==> src/rtl/smg_pkg.sv <==
// Shared constants and state encoding for the seven-segment BCD encoder.
// The sizing constants are defaults that the top module and the interface take as parameters.
package smg_pkg;

    localparam int DEFAULT_BIN_W   = 20;
    localparam int DEFAULT_DIGITS  = 6;
    localparam int DEFAULT_MAX_VAL = 999999;
    localparam int BCD_W           = 4 * DEFAULT_DIGITS;

    typedef enum logic [1:0] {
        IDLE  = 2'd0,
        SHIFT = 2'd1,
        DONE  = 2'd2
    } state_t;

endpackage

==> src/rtl/smg_bcd_encode_module_if.sv <==
// Request/result bundle between the binary producers and the BCD encoder.
// The producer side drives start_sig and bin_data; the encoder drives every other signal.
interface smg_bcd_encode_module_if #(
    parameter int BIN_W = smg_pkg::DEFAULT_BIN_W,
    parameter int NUM_W = smg_pkg::BCD_W
);

    logic             start_sig;
    logic [BIN_W-1:0] bin_data;
    logic             busy_sig;
    logic             done_sig;
    logic             ovf_sig;
    logic [NUM_W-1:0] number_sig;

    modport master (
        output start_sig, bin_data,
        input  busy_sig, done_sig, ovf_sig, number_sig
    );

    modport slave (
        input  start_sig, bin_data,
        output busy_sig, done_sig, ovf_sig, number_sig
    );

endinterface

==> src/rtl/smg_bcd_add3.sv <==
// Double-dabble digit correction: a nibble of 5 or more gets 3 added,
// so the next left shift carries into the following decimal digit.
module smg_bcd_add3 (
    input  logic [3:0] nib_in,
    output logic [3:0] nib_out
);

    assign nib_out = (nib_in >= 4'd5) ? nib_in + 4'd3 : nib_in;

endmodule

==> src/rtl/smg_bcd_encode_module.sv <==
// Sequential binary-to-packed-BCD converter that shifts one bit per clock (double dabble).
// The display bus holds the previous result until the next conversion completes.
module smg_bcd_encode_module #(
    parameter int BIN_W   = smg_pkg::DEFAULT_BIN_W,
    parameter int DIGITS  = smg_pkg::DEFAULT_DIGITS,
    parameter int MAX_VAL = smg_pkg::DEFAULT_MAX_VAL
) (
    input  logic                     CLK,
    input  logic                     RST,
    smg_bcd_encode_module_if.slave   bus
);

    import smg_pkg::*;

    localparam int CNT_W   = $clog2(BIN_W + 1);
    localparam int BCD_LEN = 4 * DIGITS;

    state_t               state;
    state_t               state_next;
    logic [CNT_W-1:0]     cnt;
    logic [BCD_LEN-1:0]   bcd_reg;
    logic [BCD_LEN-1:0]   bcd_adj;
    logic [BIN_W-1:0]     bin_reg;
    logic                 ovf_flag;
    logic                 ovf_reg;
    logic                 done_reg;
    logic [BCD_LEN-1:0]   number_reg;
    logic                 last_iter;
    logic                 over_max;

    assign last_iter = (cnt == CNT_W'(BIN_W - 1));
    assign over_max  = (bus.bin_data > BIN_W'(MAX_VAL));

    for (genvar g = 0; g < DIGITS; g++) begin : g_adj
        smg_bcd_add3 u_add3 (
            .nib_in  (bcd_reg[4*g +: 4]),
            .nib_out (bcd_adj[4*g +: 4])
        );
    end

    always_ff @(posedge CLK or posedge RST) begin
        if (RST) begin
            state <= IDLE;
        end else begin
            state <= state_next;
        end
    end

    always_comb begin
        state_next = state;
        case (state)
            IDLE:    if (bus.start_sig) state_next = SHIFT;
            SHIFT:   if (last_iter)     state_next = DONE;
            DONE:    state_next = IDLE;
            default: state_next = IDLE;
        endcase
    end

    // Oversized inputs are replaced by MAX_VAL at capture, so digit 5 can never carry out.
    always_ff @(posedge CLK or posedge RST) begin
        if (RST) begin
            cnt        <= '0;
            bcd_reg    <= '0;
            bin_reg    <= '0;
            ovf_flag   <= 1'b0;
            ovf_reg    <= 1'b0;
            done_reg   <= 1'b0;
            number_reg <= '0;
        end else begin
            done_reg <= 1'b0;
            case (state)
                IDLE: begin
                    if (bus.start_sig) begin
                        bin_reg  <= over_max ? BIN_W'(MAX_VAL) : bus.bin_data;
                        bcd_reg  <= '0;
                        cnt      <= '0;
                        ovf_flag <= over_max;
                    end
                end
                SHIFT: begin
                    {bcd_reg, bin_reg} <= {bcd_adj[BCD_LEN-2:0], bin_reg, 1'b0};
                    cnt                <= cnt + 1'b1;
                end
                DONE: begin
                    number_reg <= bcd_reg;
                    ovf_reg    <= ovf_flag;
                    done_reg   <= 1'b1;
                end
                default: ;
            endcase
        end
    end

    assign bus.busy_sig   = (state != IDLE);
    assign bus.done_sig   = done_reg;
    assign bus.ovf_sig    = ovf_reg;
    assign bus.number_sig = number_reg;

endmodule

==> src/flat_wrapper.sv <==
// flat-port wrapper written by rule: the top's interface ports become plain ports
module smg_bcd_encode_module_flat import smg_pkg::*;
#(
    parameter int BIN_W   = smg_pkg::DEFAULT_BIN_W,
    parameter int DIGITS  = smg_pkg::DEFAULT_DIGITS,
    parameter int MAX_VAL = smg_pkg::DEFAULT_MAX_VAL
)
  (CLK, RST, bus_start_sig, bus_bin_data, bus_busy_sig, bus_done_sig, bus_ovf_sig, bus_number_sig);
  smg_bcd_encode_module_if #(.BIN_W(BIN_W)) bus_i ();
  input  logic CLK;
  input  logic RST;
  input wire logic [$bits(bus_i.start_sig)-1:0] bus_start_sig;
  input wire logic [$bits(bus_i.bin_data)-1:0] bus_bin_data;
  output wire logic [$bits(bus_i.busy_sig)-1:0] bus_busy_sig;
  output wire logic [$bits(bus_i.done_sig)-1:0] bus_done_sig;
  output wire logic [$bits(bus_i.ovf_sig)-1:0] bus_ovf_sig;
  output wire logic [$bits(bus_i.number_sig)-1:0] bus_number_sig;
  assign bus_i.start_sig = bus_start_sig;
  assign bus_i.bin_data = bus_bin_data;
  assign bus_busy_sig = bus_i.busy_sig;
  assign bus_done_sig = bus_i.done_sig;
  assign bus_ovf_sig = bus_i.ovf_sig;
  assign bus_number_sig = bus_i.number_sig;
  smg_bcd_encode_module #(.BIN_W(BIN_W), .DIGITS(DIGITS), .MAX_VAL(MAX_VAL)) u_core (.CLK(CLK), .RST(RST), .bus(bus_i));
endmodule
==> config.mk <==
export PLATFORM = sky130hd
export DESIGN_NAME = smg_bcd_encode_module_flat
export DESIGN_NICKNAME = d
export VERILOG_FILES = /design/src/rtl/smg_pkg.sv /design/src/rtl/smg_bcd_encode_module_if.sv /design/src/rtl/smg_bcd_add3.sv /design/src/rtl/smg_bcd_encode_module.sv /design/src/flat_wrapper.sv
export SDC_FILE = /design/constraint.sdc
export NUM_CORES = 1
export LEC_CHECK = 0
export ABC_AREA = 1
export CELL_PAD_IN_SITES_DETAIL_PLACEMENT = 0
export CELL_PAD_IN_SITES_GLOBAL_PLACEMENT = 2
export CORE_ASPECT_RATIO = 1.5
export CORE_UTILIZATION = 35
export DETAILED_ROUTE_END_ITERATION = 7
export GPL_ROUTABILITY_DRIVEN = 0
export GPL_TIMING_DRIVEN = 0
export PLACE_DENSITY = 0.86
export SLEW_MARGIN = 20
export SYNTH_ARGS = -nofsm -noshare
export SYNTH_HDL_FRONTEND = slang
export SYNTH_SLANG_ARGS = --single-unit
==> constraint.sdc <==
create_clock -name CLK -period 4.1 [get_ports CLK]
set_input_delay 0.41 -clock CLK [delete_from_list [all_inputs] [get_ports CLK]]
set_output_delay 0.41 -clock CLK [all_outputs]
set_load 0.05 [all_outputs]
Word-level counts from Yosys, hierarchy flattened
Index checks and enable logic that the tools add are counted.
{"block": "op_classes", "eq_ne": 5, "n_mux": 17, "n_reduce_logical": 6, "magnitude_cmp": 7, "add_sub_neg": 7}
{"cell": "$pmux 24 s2", "count": 1}
{"cell": "$mux 20", "count": 2}
{"cell": "$pmux 20 s2", "count": 1}
{"cell": "$ge 4x3->1 const B", "count": 6}
{"cell": "$mux 24", "count": 1}
{"cell": "$add 4x2->4 const B", "count": 5}
{"cell": "$gt 20x20->1 const B", "count": 1}
{"cell": "$mux 4", "count": 5}
{"cell": "$pmux 5 s2", "count": 1}
{"cell": "$reduce_and 2->1", "count": 3}
{"cell": "$add 5x1->5 const B", "count": 1}
{"cell": "$eq 5x5->1 const B", "count": 1}
{"cell": "$mux 5", "count": 1}
{"cell": "$mux 2", "count": 2}
{"cell": "$pmux 2 s2", "count": 1}
{"cell": "$reduce_bool 2->1", "count": 2}
{"cell": "$add 3x2->3 const B", "count": 1}
{"cell": "$mux 3", "count": 1}
{"cell": "$eq 2x1->1 const B", "count": 1}
{"cell": "$eq 2x2->1 const B", "count": 1}
{"cell": "$logic_not 2->1", "count": 1}
{"cell": "$ne 2x1->1 const B", "count": 1}
{"cell": "$ne 2x2->1 const B", "count": 1}
{"cell": "$mux 1", "count": 1}
{"block": "totals", "in_bits": 23, "reg_bits": 78, "out_inout_bits": 27}

Depth between registers and ports, before layout
Gate-level depths: netlist of the first run.
{"block": "logic_depth", "ltp_word": 4, "depth_mapped": 9, "depth_no_buf": 9}

Hierarchy
From an unflattened synthesis of the first run, not the netlist that was laid out.
{"block": "hier_totals", "hier_cells": 503, "hier_area_um2": 4150.2}
{"module": "smg_bcd_encode_module", "seq_area_each_um2": 1951.9, "area_each_um2": 3339.5, "n_inst": 1, "cells_per_inst": 365}
{"module": "smg_bcd_add3", "seq_area_each_um2": 0.0, "area_each_um2": 135.1, "n_inst": 6, "cells_per_inst": 23}

Worst setup path before layout of the first run
OpenSTA, ideal clock, no wires.
{"block": "synth_path", "kind": "register to register", "start": "reg u_core.state[1]", "end": "reg u_core.bin_reg[16]", "path_buffers": 2, "t_required_ps": 3979, "stages_incl_launch_ff": 9, "slack_ps": 2670, "arrival_time_ps": 1309, "setup_ps": 121, "cell_sequence": "dfrtp_1 -> inv_1 -> nand2_2 -> nor2_4 -> nor2_4 -> buf_6 -> buf_6 -> nand2_1 -> o21ai_1"}
{"block": "synth_between", "elab_chain_len": 3, "elab_cells_between_ends": 6}
{"element": "start: declaration", "line": "smg_bcd_encode_module.sv:18", "rtl": "state_t state;"}
{"element": "start signal: assignment", "line": "smg_bcd_encode_module.sv:45", "rtl": "state <= state_next;"}
{"element": "$eq 2x1->1 / $logic_not 2->1 (equally long branches)", "line": "smg_bcd_encode_module.sv:71", "rtl": "case (state)"}
{"element": "$reduce_bool 2->1 (no line) / $ne 2x2->1 (equally long branches)"}
{"element": "$reduce_and 2->1 (no line)"}
{"element": "end signal: assignment", "line": "smg_bcd_encode_module.sv:74", "rtl": "bin_reg <= over_max ? BIN_W'(MAX_VAL) : bus.bin_data;"}
{"element": "end signal: assignment", "line": "smg_bcd_encode_module.sv:81", "rtl": "{bcd_reg, bin_reg} <= {bcd_adj[BCD_LEN-2:0], bin_reg, 1'b0};"}
{"element": "end: declaration", "line": "smg_bcd_encode_module.sv:23", "rtl": "logic [BIN_W-1:0] bin_reg;"}
Parallel ways exist; a longest one is shown, timed or not.
A chain may end at the register's enable or synchronous reset.

Final worst setup path of the first run
{"block": "layout_path", "start": "reg u_core.state[1]", "end": "out bus_busy_sig"}
{"block": "layout_between", "elab_chain_len": 1}
{"element": "$reduce_bool 2->1", "line": "smg_bcd_encode_module.sv:94", "rtl": "assign bus.busy_sig = (state != IDLE);"}
{"element": "end: declaration", "line": "flat_wrapper.sv:14", "rtl": "output wire logic [$bits(bus_i.busy_sig)-1:0] bus_busy_sig;"}
No other way between the ends.

==> results of run 1 <==
kinds of logic (layout without fill, tap and decap cells):
family | after synthesis | count (layout) | share of synthesized area
compound gates | 104 | 104 | 0.1494
simple gates | 190 | 190 | 0.2028
xor+xnor | 4 | 4 | 0.009292
buf+inv | 64 | 130 | 0.07766
fa+ha+maj | 13 | 13 | 0.04315
flops | 78 | 78 | 0.5178
area by class of cell:
type                            count  area, µm²  share of cell area
Clock buffer                       12      256.5             0.05375
Timing Repair Buffer               50      518.0              0.1085
Sequential cell                    78       1952              0.4090
Multi-Input combinational cell    311       1525              0.3196
Clock inverter                      4      45.04            0.009439
Buffer                             17      116.4             0.02438
Inverter                           47      178.9             0.03749
Tap cell                          144      180.2             0.03776
path summary, 6_finish.rpt:
check | from | end | slack, ns | cells after the start
worst max-delay path | u_core.state[1] | bus_busy_sig | 1.98 | 3
worst min-delay path | RST | u_core.cnt[3] | 0.43 | 2
worst max register to register | u_core.bcd_reg[12] | u_core.bcd_reg[13] | 2.61 | 8
worst min register to register | u_core.state[0] | u_core.bus.done_sig | 0.47 | 1
max in group asynchronous | RST | u_core.bcd_reg[0] | 3.10 | 3
min in group CLK | u_core.state[0] | u_core.bus.done_sig | 0.47 | 1
routing by layer:
layer	GRT usage	share of wire	wire, µm
met4	0.07647	0.016	136
met3	0.02994	0.026	228
met1	0.1972	0.42	3629
met5	0	0	0
met2	0.3151	0.54	4617
per-stage QoR:
| step | instance area (µm²) | util |
|---|---|---|
| floorplan | 3770 | - |
| global placement | 4441 | 0.4216 |
| detailed placement | 4471 | 0.4244 |
| CTS | 4772 | 0.4531 |
| global route | 4772 | 0.4531 |
| finish | 4772 | 0.4531 |
placed cells by master, fill, tap and decap left out, types with 9 or more instances in the layout:
| cell | synthesis | layout |
|---|---|---|
| nand2_1 | 116 | 116 |
| dfrtp_1 | 78 | 78 |
| o21ai_0 | 69 | 69 |
| nor2_1 | 50 | 50 |
| clkdlybuf4s50_1 | 0 | 49 |
| inv_1 | 45 | 44 |
| nand3_1 | 19 | 19 |
| ha_1 | 13 | 13 |
| a21oi_1 | 9 | 9 |
| a22oi_1 | 9 | 9 |
| clkbuf_16 | 0 | 9 |
where the power goes:
group          internal [µW]  switching [µW]  total (µW)
combinational            786            1390        2180
clock                    501             305         807
sequential              1150             216        1370
worst max-delay path, delay by kind of cell, from the launching register on:
family	cells	cell delay (ns)
buffers and inverters	2	0.89
DFF	1	0.38
and+or+nand+nor	1	0.10
==> results_dict.tcl, run 1 <==
set metrics [dict create \
    hold_violations 0 \
    cts_resized 0 \
    viasPerCell 4.724 \
    root_buffer "clkbuf_16" \
    hold_slack_ns 0.4323 \
    clock_skew_ns 0.006920 \
    ios 50 \
    grt-ovfl-total 0 \
    pre_cts_ws_ns 2.062 \
    cpMaxStageDelayCell "clkdlybuf4s50_1" \
    end_kind "primary output" \
    grt_max_degree 49 \
    dr.pass1.iters 4 \
    yosysMostFrequentCell "nand2_1" \
    placementRows 46 \
    rsz0062_at_grt "false" \
    synth.top_cell.area_share 0.5178 \
    fin_crit_ns 2.118 \
    nFillCells 1060 \
    post-cts-setup-buffers 0 \
    synth-seq-area-share 0.5178 \
    async_flop_share 1.000 \
    routedWlPerCell_um 12.99 \
    setup_tns_ns 0 \
    power.density_nw_per_um2 912.2 \
    start_kind "register" \
    dr_total_vias 3132 \
    port_buffers 49 \
    synth_edf_count 0 \
    drt_iter0_drc 121 \
    worstPathArrival_ns 1.71 \
    cts_num_sinks 78 \
    cts_buffers 9 \
    clk_latency_ns 0.34 \
    antenna_cells 0 \
    timing.final.crit_share 0.5167 \
    chipHeight_um 129.1 \
    synth_largest_area_cell "dfrtp_1" \
    fin_cells 663 \
    synthFlopType "dfrtp_1" \
    antenna_found_initial 0 \
    ys_seq_elements 78 \
    hold_class "in2async" \
    cp_data_required_time_ns 3.69 \
    placed_cells 647 \
    cts_tree "built" \
    area_growth_pct 26.58 \
    status "completed" \
    fmax_ghz 0.4720 \
    worst_slack_ns 1.982 \
    drv_cap 0 \
    clockBufferDepth 2 \
    grt_pass1_wl_um 14810 \
    drtAntennaViolNets 0 \
    critPathMaxFanout 2 \
    synthesis.nets 489 \
    peakVddDrop_uv 260.5 \
    setup_violations 0 \
    start_util 0.3579 \
    die_w_um 86.74 \
    totalWireLength_um 8611 \
    die-area_um2 11200 \
    slowest_delay_ns 0.82 \
    nNetsFinal 550 \
    leakage_uw 0.002279 \
    drive_gt1_frac 0.06936 \
    drc 0 \
    avgSynthCellArea_um2 8.322 \
    slew_headroom 0.6606 \
    synth_commonest_cells "nand2_1 (116), dfrtp_1 (78), o21ai_0 (69)" \
    crit_chain "inv_1 -> nand2_2 -> clkdlybuf4s50_1" \
    core_um2 10530 \
    grt.total_usage 0.1734 \
    ys_types 23 \
    tightest_slew_ns 0.5091 \
    hold_buffers 0 \
    synth.top_cells.by_area "dfrtp_1 (52%), nand2_1 (12%), o21ai_0 (9.2%)" \
    yosys_warnings 0 \
    syn_area_um2 3770 \
    clk_pin_slew_ns 0.06 \
    syn_inst 453 \
    maxSlewViolCount 0 \
    total_power_uw 4353 \
    grt_pass1_vias 3119 \
    worst-setup-path-type "reg2out" \
    place_hpwl_um 6289 \
    htree_levels 3 \
]
Power figures use the tool's default switching activity.
==> run 2, diff against run 1 <==
Settings changed: CORE_UTILIZATION 35 to 30, PLACE_DENSITY 0.86 to 0.78.
Clock period 4.1 ns to 1.9 ns, I/O delays scaled along.
==> run 2 against run 1 <==
Effect of this change: sequential share of layout area up 0.17 points; largest cell class unchanged; sequential cell count unchanged; sequential power up 120%; clock power grew 88%; global-route usage decreased by 2.3 points; critical path depth is 2 lower; cell area down 0.42%; first-iteration DRC count is 6.6% lower; worst setup slack got worse by 1.8 ns; core utilization is 6.2 points lower; clock skew is 0.0014 ns lower; cell count up 1.4%.
==> results_dict.tcl, run 2 (synthesis results as in run 1) <==
set metrics [dict create \
    status "completed" \
    routedWlPerCell_um 13.28 \
    root_buffer "clkbuf_16" \
    grt_pass1_wl_um 14950 \
    maxSlewViolCount 0 \
    critPathMaxFanout 2 \
    swShare 0.4490 \
    grt-ovfl-total 0 \
    crit_chain "clkdlybuf4s50_1" \
    final_cell_mix "nand2_1 (116), dfrtp_1 (78), o21ai_0 (69)" \
    drc 0 \
    drt_iter0_drc 113 \
    post-cts-setup-buffers 0 \
    intPower_uw 5053 \
    place_hpwl_um 6655 \
    ios 50 \
    start_kind "register" \
    viasPerCell 4.650 \
    worst-setup-path-type "reg2out" \
    core_um2 12140 \
    cts_resized 1 \
    totalWireLength_um 8924 \
    peakVddDrop_uv 669.8 \
    fmax_ghz 0.5877 \
    ff2ff_path_depth 9 \
    cts_buffers 9 \
    power.density_nw_per_um2 1930 \
    area_growth_pct 26.05 \
    die_w_um 93.53 \
    end_kind "primary output" \
    cts_tree "built" \
    fin_crit_ns 1.701 \
    tightest_slew_ns 0.7221 \
    hold_buffers 0 \
    pre_cts_ws_ns 0.04201 \
    placementRows 49 \
    hold_class "in2async" \
    slowest_delay_ns 0.81 \
    pwr-share-seq 0.321 \
    grt_max_degree 33 \
    hold_violations 0 \
    pwr-share-comb 0.513 \
    cpMaxStageDelayCell "clkdlybuf4s50_1" \
    chipHeight_um 139.3 \
    rsz0062_at_grt "false" \
    antenna_cells 0 \
    port_buffers 49 \
    clock_skew_ns 0.005472 \
    path_depth 1 \
    die-area_um2 13030 \
    nNetsFinal 551 \
    dr_total_vias 3125 \
    worstPathBufferInverterCount 1 \
    cts_num_sinks 78 \
    grt_pass1_vias 3048 \
    worstPathArrival_ns 1.51 \
    timing.final.crit_share 0.8955 \
    drtAntennaViolNets 0 \
    p_switching_uw 4118 \
    antenna_found_initial 0 \
    clk_pin_slew_ns 0.06 \
    grt_use_met2 0.2663 \
    use_met1 0.1755 \
    worst_slack_ns 0.1985 \
    cp_data_required_time_ns 1.71 \
    drive_gt1_frac 0.06358 \
    clockPowerShare 0.165 \
    setup_violations 0 \
    drv_cap 0 \
    grt_use_met3 0.01913 \
    clockBufferDepth 2 \
    final_common_cell "nand2_1" \
    grt_busiest_layer "met2" \
    dr.pass1.iters 4 \
    leakage_uw 0.002255 \
    slew_headroom 0.5176 \
    cp_top_family "buffers and inverters" \
    htree_levels 3 \
    start_util 0.3106 \
    grt.total_usage 0.1499 \
    fin_util 0.3915 \
    clk_latency_ns 0.33 \
]
-- run 2: per-layer routing --
layer  vias to the layer above  wire length [µm]  part of all wire
li1                       1588                 -                 -
met3                        12               212             0.024
met1                      1470              3748              0.42
met5                         -                 0                 0
met4                         0               181             0.020
met2                        55              4783              0.54
-- run 2: layout make-up --
class                   instances  area (µm²)
plain buffers                  17       116.4
fillers                      1253        7387
flip-flops and latches         78        1952
multi-input cells             311        1525
clock buffers                  13       240.2
well taps                     153       191.4
clock inverters                 2       10.01
repair buffers                 51       536.8
inverters                      47       180.2
-- run 2: worst paths after layout --
check                                             to                     start  slack [ns]
hold reg to reg                  u_core.bus.done_sig           u_core.state[0]        0.46
hold / removal                    u_core.bin_reg[16]                       RST        0.32
setup / recovery                   bus_number_sig[1]  u_core.bus.number_sig[1]        0.20
max in group asynchronous  u_core.bus.number_sig[18]                       RST        0.99
setup reg to reg                  u_core.bcd_reg[14]        u_core.bcd_reg[12]        0.44
min in group CLK                 u_core.bus.done_sig           u_core.state[0]        0.46
-- run 2: power by group through the flow --
stage / Sequential, µW / Combinational [µW] / Clock (µW)
after floorplan: 3770 / 2590 / 0
after global placement: 2950 / 4730 / 0
after detailed placement: 2970 / 4790 / 0
after CTS: 2950 / 4800 / 1560
after global routing: 3050 / 5290 / 1640
final: 2950 / 4710 / 1520
-- run 2: stage by stage --
stage	TNS, ns	cells	power (µW)	hold slack (ns)	cell area, µm²
floorplan	0	453	6354	0.3485	3774
global placement	-14.63	655	7679	0.4474	4456
detailed placement	0	657	7765	0.4517	4503
CTS	0	672	9308	0.3377	4752
global route	0	672	9973	0.3925	4752
finish	0	672	9170	0.3157	4752
==> run 3, diff against run 2 <==
Settings changed: CAP_MARGIN set to 20, CTS_CLUSTER_DIAMETER set to 60.
==> results of run 3 <==
Final layout, timing and power as in run 2 (identical DEF).
==> variant, RTL diff (flow settings as in run 3) <==
Set the package constant `DEFAULT_BIN_W` to 40 (it was 20).
--- a/src/rtl/smg_pkg.sv
+++ b/src/rtl/smg_pkg.sv
@@ -3,5 +3,5 @@
 package smg_pkg;
 
-    localparam int DEFAULT_BIN_W   = 20;
+    localparam int DEFAULT_BIN_W   = 40;
     localparam int DEFAULT_DIGITS  = 6;
     localparam int DEFAULT_MAX_VAL = 999999;
Ports: changed (resized bus_bin_data); port bits go from 50 to 70. No check against the original RTL was run, so the function may have changed too.
==> variant against run 3 <==
  * Sequential cell count is 21 higher
  * First-iteration DRC count is 33% higher
  * Via count is 21% higher
  * Area after synthesis is 21% higher
  * Count of clock-buffer cells in the layout is 2 lower
  * Cell area is 24% higher
  * Global-route usage is 0.51 points higher
  * Worst setup slack worse by 0.012 ns
  * Routed wire length is 25% higher
  * Core utilization is 0.90 points higher
  * Power is 5.6% lower
  * Clock power is 23% higher
  * Sequential power is 14% higher
  * Cell count is 21% higher
  * Critical path type unchanged
  * Critical endpoint is now bus_number_sig[15]
==> variant: results (changes against run 3) <==
Status
  • Status: finished clean

Pwr
  • P_comb: 0.00343 W (-27%)
  • Leakage: 2.68 nW (+19%)
  • Clock network fraction of total power: 0.216 (+0.051)
  • VDD IR max: 0.000430 V (-36%)

Critical path
  • R2R Path Start: u_core.state[0]
  • Max stage delay cell, worst path: clkdlybuf4s50_1
  • CP startpoint: u_core.bus.number_sig[15]

Global routing
  • M2 GR Usage: 0.265 (-0.00117)
  • First-pass GRT wire length: 18,700 um (+25%)
  • All-Layer GR Usage: 0.155 (+0.00514)
  • GR Util met3: 0.0343 (+0.0152)

Cells and area
  • Share of layout cells above drive strength 1: 0.0682 (+0.00460)
  • Filler Cells Inserted: 1,510 (+21%)
  • Layout net count: 668 (+21%)

Route
  • Initial drt markers: 150 (+33%)
  • Met3 WL post-DR: 433 um (+100%)
  • Metal-1 WL: 4840 um (+29%)

Synth
  • Post-Syn Nets: 585 (+20%)
  • Most instantiated cells after synthesis: dfrtp_1 (99), nand2_1 (95), o21ai_0 (73), inv_1 (68), nor2_1 (54)
  • Share of the synthesized area in the top cell type: 0.543 (+0.0256)
  • Most area-consuming cells after synthesis: dfrtp_1 (54%), o21ai_0 (8.0%), nand2_1 (7.8%), inv_1 (5.6%), nor2_1 (4.4%)
  • Seq/Total Area, Yosys: 0.543 (+0.0256)
  • Post-synthesis cell type count: 27 (+17%)
  • Adder-cell share of the synthesized area: 0.0357 (-0.00747)
  • XOR/XNOR Fraction of Synth Area: 0.00192 (-0.00737)

STA
  • Clk_skew: 0.00538 ns (-0.0000929 ns)

Placement
  • Post-DP HPWL: 8020 um (+21%)
  • Placed Area: 0.00557 mm^2 (+24%)

Clock network
  • Clock Latency Late Sink: 0.34 ns
-- variant: cell families after synthesis --
kind of cell	Yosys count
buffers and inverters	93
AO/OA/AOI/OAI	143
AND/OR/NAND/NOR	180
flip-flops	99
adder cells (fa/ha/maj)	13
XOR/XNOR	1
-- variant: worst reg2reg max path, cell delays in order, from the launching register on --
cell      delay (ns)
dfrtp_1         0.43
nor2_2          0.16
nand2_2         0.12
nand2_4         0.13
clkbuf_1        0.38
o21ai_0         0.15
-- variant: path summary, 6_finish.rpt --
| check | to | slack, ns | depth (start not counted) |
|---|---|---|---|
| setup / recovery | bus_number_sig[15] | 0.19 | 1 |
| hold / removal | u_core.bin_reg[25] | 0.22 | 2 |
| setup reg to reg | u_core.bcd_reg[5] | 0.39 | 5 |
| hold reg to reg | u_core.bus.number_sig[8] | 0.48 | 2 |
| max in group asynchronous | u_core.bin_reg[13] | 0.99 | 4 |
| min in group CLK | u_core.bin_reg[0] | 0.42 | 3 |
-- variant: final cells by class --
| cell class | instances | area share |
|---|---|---|
| Buffer | 23 | 0.0205 |
| Clock buffer | 11 | 0.0430 |
| Clock inverter | 4 | 0.00852 |
| Inverter | 70 | 0.0458 |
| Multi-Input combinational cell | 337 | 0.289 |
| Sequential cell | 99 | 0.422 |
| Tap cell | 196 | 0.0418 |
| Timing Repair Buffer | 72 | 0.130 |
-- variant: metrics by stage --
step / power (W) / util / hold slack (ns) / worst slack [ns] / std cells
after floorplan: 0.00584 / - / 0.323 / 0.534 / 529
after global placement: 0.00672 / 0.375 / 0.465 / -0.545 / 794
after detailed placement: 0.00685 / 0.380 / 0.470 / 0.189 / 797
after CTS: 0.00876 / 0.400 / 0.223 / 0.00150 / 812
after global routing: 0.00942 / 0.400 / 0.260 / 0.137 / 812
final: 0.00865 / 0.400 / 0.219 / 0.186 / 812
